**src/rtl/nlms_weight_update_if.sv**
```systemverilog
// rtl/nlms_weight_update_if.sv - handshake and data bundle between the filter pass and the weight update stage
// Purpose: groups the operands the filter pass hands over and the weights and status returned to it.
// Signals:
//   start      one-cycle pulse; e, n and reff are valid in this cycle
//   clear      synchronous weight clear and abort
//   e          signed error sample
//   n          unsigned reference energy
//   reff[0:31] signed reference taps, reff[0] newest
//   weight_out signed Q5.10 weights, registered
//   busy, done status from the update stage
// Modports: master drives operands (filter side), slave is the update stage.
interface nlms_weight_update_if;
    logic               start;
    logic               clear;
    logic signed [13:0] e;
    logic        [31:0] n;
    logic signed [13:0] reff       [32];
    logic signed [15:0] weight_out [32];
    logic               busy;
    logic               done;

    modport master (
        output start, clear, e, n, reff,
        input  weight_out, busy, done
    );

    modport slave (
        input  start, clear, e, n, reff,
        output weight_out, busy, done
    );
endinterface

```
**src/rtl/nlms_weight_update.sv**
```systemverilog
// rtl/nlms_weight_update.sv - NLMS weight update for the 32-tap adaptive FIR, one tap per clock
// Purpose: latches e, n and the reference taps on start, normalises by floor(log2(n)),
//          then walks the 32 taps through one shared multiplier updating each Q5.10 weight
//          with saturation.
// Ports:
//   clk   system clock
//   rstn  synchronous active-low reset
//   bus   nlms_weight_update_if.slave: start/clear/e/n/reff in, weight_out/busy/done out
module nlms_weight_update #(
    parameter int TAPS     = 32,
    parameter int MU_SHIFT = 4
) (
    input  logic                 clk,
    input  logic                 rstn,
    nlms_weight_update_if.slave  bus
);
    typedef enum logic [1:0] {IDLE, NORM, UPDATE, DONE} state_t;

    state_t             state;
    state_t             state_next;
    logic               latch_en;
    logic               norm_en;
    logic               upd_en;
    logic               busy_c;
    logic               done_c;

    logic signed [13:0] e_lat;
    logic        [31:0] n_lat;
    logic signed [13:0] x_lat [TAPS];
    logic signed [15:0] w     [TAPS];
    logic        [4:0]  k;
    logic        [5:0]  sh;
    logic        [4:0]  msb;

    logic signed [27:0] p;
    logic signed [47:0] q;
    logic signed [47:0] delta;
    logic signed [47:0] sum;
    logic signed [15:0] w_new;

    // clear aborts from any state, so it sits alongside reset on the state register
    always_ff @(posedge clk) begin
        if (!rstn || bus.clear) begin
            state <= IDLE;
        end else begin
            state <= state_next;
        end
    end

    always_comb begin
        state_next = state;
        latch_en   = 1'b0;
        norm_en    = 1'b0;
        upd_en     = 1'b0;
        busy_c     = 1'b1;
        done_c     = 1'b0;
        case (state)
            IDLE: begin
                busy_c = 1'b0;
                if (bus.start) begin
                    latch_en   = 1'b1;
                    state_next = NORM;
                end
            end
            NORM: begin
                norm_en    = 1'b1;
                state_next = UPDATE;
            end
            UPDATE: begin
                upd_en = 1'b1;
                if (k == 5'(TAPS - 1)) begin
                    state_next = DONE;
                end
            end
            DONE: begin
                done_c     = 1'b1;
                state_next = IDLE;
            end
            default: state_next = IDLE;
        endcase
    end

    // Index of the highest set bit; n==0 falls out as 0, same as n==1
    always_comb begin
        msb = '0;
        for (int i = 0; i < 32; i++) begin
            if (n_lat[i]) begin
                msb = 5'(i);
            end
        end
    end

    // Shared multiplier path: Q5.10 alignment by <<10, then >>> floors toward minus infinity
    assign p     = 28'(e_lat) * 28'(x_lat[k]);
    assign q     = 48'(p) <<< 10;
    assign delta = q >>> sh;
    assign sum   = 48'(w[k]) + delta;

    always_comb begin
        if (sum > 48'sd32767) begin
            w_new = 16'sh7fff;
        end else if (sum < -48'sd32768) begin
            w_new = 16'sh8000;
        end else begin
            w_new = sum[15:0];
        end
    end

    always_ff @(posedge clk) begin
        if (!rstn) begin
            e_lat <= '0;
            n_lat <= '0;
            k     <= '0;
            sh    <= '0;
            for (int i = 0; i < TAPS; i++) begin
                x_lat[i] <= '0;
                w[i]     <= '0;
            end
        end else if (bus.clear) begin
            k <= '0;
            for (int i = 0; i < TAPS; i++) begin
                w[i] <= '0;
            end
        end else begin
            if (latch_en) begin
                e_lat <= bus.e;
                n_lat <= bus.n;
                for (int i = 0; i < TAPS; i++) begin
                    x_lat[i] <= bus.reff[i];
                end
            end
            if (norm_en) begin
                sh <= 6'(msb) + 6'(MU_SHIFT);
                k  <= '0;
            end
            if (upd_en) begin
                w[k] <= w_new;
                k    <= k + 5'd1;
            end
        end
    end

    assign bus.busy = busy_c;
    assign bus.done = done_c;

    for (genvar g = 0; g < TAPS; g++) begin : g_wout
        assign bus.weight_out[g] = w[g];
    end
endmodule
```
**src/flat_wrapper.sv**
```systemverilog
// flat-port wrapper written by rule: the top's interface ports become plain ports
module nlms_weight_update_flat 
#(
    parameter int TAPS     = 32,
    parameter int MU_SHIFT = 4
)
  (clk, rstn, bus_start, bus_clear, bus_e, bus_n, bus_reff, bus_weight_out, bus_busy, bus_done);
  nlms_weight_update_if bus_i ();
  input  logic clk;
  input  logic rstn;
  input wire logic [$bits(bus_i.start)-1:0] bus_start;
  input wire logic [$bits(bus_i.clear)-1:0] bus_clear;
  input wire logic [$bits(bus_i.e)-1:0] bus_e;
  input wire logic [$bits(bus_i.n)-1:0] bus_n;
  input wire logic [$bits(bus_i.reff)-1:0] bus_reff;
  output wire logic [$bits(bus_i.weight_out)-1:0] bus_weight_out;
  output wire logic [$bits(bus_i.busy)-1:0] bus_busy;
  output wire logic [$bits(bus_i.done)-1:0] bus_done;
  assign bus_i.start = bus_start;
  assign bus_i.clear = bus_clear;
  assign bus_i.e = bus_e;
  assign bus_i.n = bus_n;
  assign bus_i.reff = {>>{bus_reff}};
  assign bus_weight_out = {>>{bus_i.weight_out}};
  assign bus_busy = bus_i.busy;
  assign bus_done = bus_i.done;
  nlms_weight_update #(.TAPS(TAPS), .MU_SHIFT(MU_SHIFT)) u_core (.clk(clk), .rstn(rstn), .bus(bus_i));
endmodule
```
**config.mk**
```make
export PLATFORM = sky130hd
export DESIGN_NAME = nlms_weight_update_flat
export DESIGN_NICKNAME = d
export VERILOG_FILES = /design/src/rtl/nlms_weight_update_if.sv /design/src/rtl/nlms_weight_update.sv /design/src/flat_wrapper.sv
export SDC_FILE = /design/constraint.sdc
export NUM_CORES = 2
export LEC_CHECK = 0
export CAP_MARGIN = 40
export CORE_ASPECT_RATIO = 2
export CORE_MARGIN = 2
export CORE_UTILIZATION = 35
export CTS_CLUSTER_DIAMETER = 30
export DETAILED_ROUTE_END_ITERATION = 10
export PLACE_DENSITY = 0.67
export SYNTH_ARGS = -nofsm -noshare
export SYNTH_HDL_FRONTEND = slang
export SYNTH_SLANG_ARGS = --single-unit
```
**constraint.sdc**
```tcl
create_clock -name clk -period 13.87 [get_ports clk]
set_clock_uncertainty 0.1 [all_clocks]
set_input_delay 2.774 -clock clk [delete_from_list [all_inputs] [get_ports clk]]
set_output_delay 2.774 -clock clk [all_outputs]
set_load 0.005 [all_outputs]
```
==> results.yml <==
sta:
  period_minus_slack_ns: 13.24
  finalHoldViolations: 0
  setup_viol: 0
  fin_crit_sh: 0.955
  tightest_slew_ns: 1.18
  drv_slew: 0
  slew_headroom: 0.215
  holdWs_ns: 0.413
  max_freq_mhz: 75.5
cts:
  cts.path.max_buffers: 3
  cts_tree: "done"
  clock_latency_ns: 0.81
  cts_buffers: 117
  clock-root-buffer: "clkbuf_16"
  htreeDepth: 3
  cts.sinks: 1023
  clk_pin_slew_ns: 0.06
synthesis:
  yosysTopAreaCellShare: 0.502
  synthTopCellsByArea: "edfxtp_1, mux4_2, fa_1, and2_1, nor2_1"
  syn_inst: 4476
  synthMostInstantiatedCell: "edfxtp_1"
  seq_area_frac_synth: 0.524
  syn_avg_cell_area_sq_um: 12.8
  synth-edff-count: 960
  ys.flop_type: "edfxtp_1"
  synth.distinct_cells: 92
  synth_seq_cells: 1023
  synth_warnings: 0
  async_reset_ff_frac: 0
  syn-num-nets: 5286
  synth_area_leader_cell: "edfxtp_1"
  synth_area_sq_um: 57500
  synth_commonest_cells: "edfxtp_1, nor2_1, and2_1"
floorplanning:
  fp.dieH_um: 577
  core_area_sq_um: 163000
  die_w_um: 291
  initial_core_util: 0.352
  rows: 210
  design.die.area_sq_um: 168000
  io_pins: 1012
cells_and_area:
  fin_util: 0.469
  layout-drive-gt1-share: 0.158
  area_growth_pct: 33.4
  design_area_sq_um: 76700
  fin_nets: 6369
drt:
  routedWlPerCell_um: 29.7
  drc: 0
  drtPass1Iterations: 6
  drtIter0Drc: 3580
  vias: 43000
  via_per_inst: 5.51
  ant_nets: 0
  drt-total-wl_mm: 232
global_routing:
  grt_max_degree: 297
  gr-usage-all-layers: 0.270
  busiest_layer: "met2"
  grt_pass1_wl_mm: 321
  use_met1: 0.240
  antenna_found_initial: 33
  gr-usage-met3: 0.0549
  first_global_vias: 44700
  grt_overflow: 0
  grt_use_met2: 0.505
pwr:
  power.density_nw_per_um2: 132
  ir_worst_vdd_mv: 0.117
  swShare: 0.345
  p_seq_frac: 0.363
  p_int_uw: 6640
  power_frac_comb: 0.302
  clkPwrFrac: 0.335
  p_sw_uw: 3500
  power_leakage_uw: 0.0290
  power.total_uw: 10100
worst_setup_path:
  critical_path.max_stage_delay_ns: 0.64
  cp-end-kind: "flop"
  crit_type: "flop to flop"
  crit_top_cell: "fa_1"
  worstPathBufferInverterCount: 11
  cp-start-kind: "flop"
  cp_top_family: "adder cells"
  crit_arrival_ns: 13.57
  cp_max_fo: 32
  required_ns: 14.20
  slowest_stage: "mux4_2"
place:
  io_buffers: 1010
  placed_cell_area_sq_um: 72100
  post-dp-hpwl_mm: 187
  gp_congestion: 0.969
hold_path:
  hp-class: "flop to flop"
status:
  status: "finished clean"
run:
  maxCapViolCount: 0
power by group through the flow:
stage	Sequential, uW	Combinational (uW)	Clock (uW)
floorplan	3700	1680	0
global placement	3730	2950	0
detailed placement	3740	3020	0
CTS	3670	3030	3420
global route	3680	3250	3540
finish	3670	3060	3400
flip-flops by register name, summed over array words and instances (netlist names), named ones only:
name / count
u_core.sh: 6
u_core.k: 5
u_core.x_lat: 448
u_core.n_lat: 31
u_core.state: 2
u_core.e_lat: 14
u_core.w: 512
logic make-up (layout without fill, tap and decap cells):
family	count (synthesis)	after routing	synth area share
DFF	1023	1023	0.524
buffers and inverters	525	1711	0.0359
xor gates and xnor gates	44	44	0.00708
other	0	29	0
muxes	377	377	0.133
AOI/OAI and AO/OA	495	495	0.0582
and+or+nand+nor	1700	1700	0.149
adders and majority gates	312	312	0.0935
final timing paths:
kind | startpoint | end | slack, ns | depth (start not counted)
min reg2reg | u_core.n_lat[1]$_SDFFE_PN0P_ | u_core.n_lat[1]$_SDFFE_PN0P_ | 0.41 | 1
min | u_core.n_lat[1]$_SDFFE_PN0P_ | u_core.n_lat[1]$_SDFFE_PN0P_ | 0.41 | 1
max | flop | u_core.w[1][5]$_SDFFCE_PN0P_ | 0.63 | 45
max reg2reg | flop | u_core.w[1][5]$_SDFFCE_PN0P_ | 0.63 | 45
repair_timing:
| item | CTS | global route |
|---|---|---|
| endpoints found under the setup margin | 0 | 480 |
| resized for setup | 0 | 4 |
| setup buffers | 0 | 4 |
| hold buffers | 0 | 0 |
| hold endpoints to repair | 0 | 0 |
layer usage:
metal / part of all wire / vias to the layer above
li1: - / 18400
met1: 0.29 / 21400
met2: 0.53 / 2462
met3: 0.074 / 731
met4: 0.11 / 16
met5: 0.00047 / -
area by class of cell:
type	instances	area (sq um)
Antenna cell	29	72.6
Clock buffer	122	2980
Clock inverter	100	1400
Fill cell	14500	86800
Inverter	233	882
Multi-Input combinational cell	2928	25400
Sequential cell	1023	30100
Tap cell	2120	2650
Timing Repair Buffer	1256	13200
stage by stage:
step / setup WS, ns / setup TNS (ns) / std cells
2_1_floorplan: 0.989 / 0 / 4476
3_3_place_gp: 0.318 / 0 / 7521
3_5_place_dp: 0.169 / 0 / 7556
4_1_cts: 0.222 / 0 / 7778
5_1_grt: -0.00304 / -0.00304 / 7807
6_report: 0.627 / 0 / 7811
layout by cell type (no fill, tap or decap), types with 17 or more instances in the layout:
cell type | synthesis | final
a21oi_1 | 125 | 123
o211ai_1 | 24 | 24
nor2b_1 | 66 | 64
clkdlybuf4s50_1 | 0 | 1009
xnor2_1 | 29 | 29
nand2_1 | 267 | 267
inv_6 | 0 | 22
diode_2 | 0 | 29
a22o_1 | 39 | 39
edfxtp_1 | 960 | 960
nand3_2 | 30 | 30
nand3_1 | 37 | 37
inv_1 | 230 | 229
fa_1 | 196 | 196
and2_1 | 494 | 493
a21o_1 | 32 | 32
ha_1 | 116 | 116
nor3_1 | 31 | 31
a211oi_1 | 27 | 25
and3_1 | 21 | 21
mux2i_1 | 39 | 38
nand2b_1 | 31 | 31
buf_4 | 9 | 159
buf_12 | 0 | 56
nor2_1 | 619 | 617
mux2_2 | 32 | 32
o21ai_0 | 90 | 89
clkbuf_16 | 0 | 118
or2_2 | 17 | 17
mux4_2 | 306 | 306
buf_16 | 0 | 24
dfxtp_1 | 63 | 58
(Power assumes the default switching activity.)
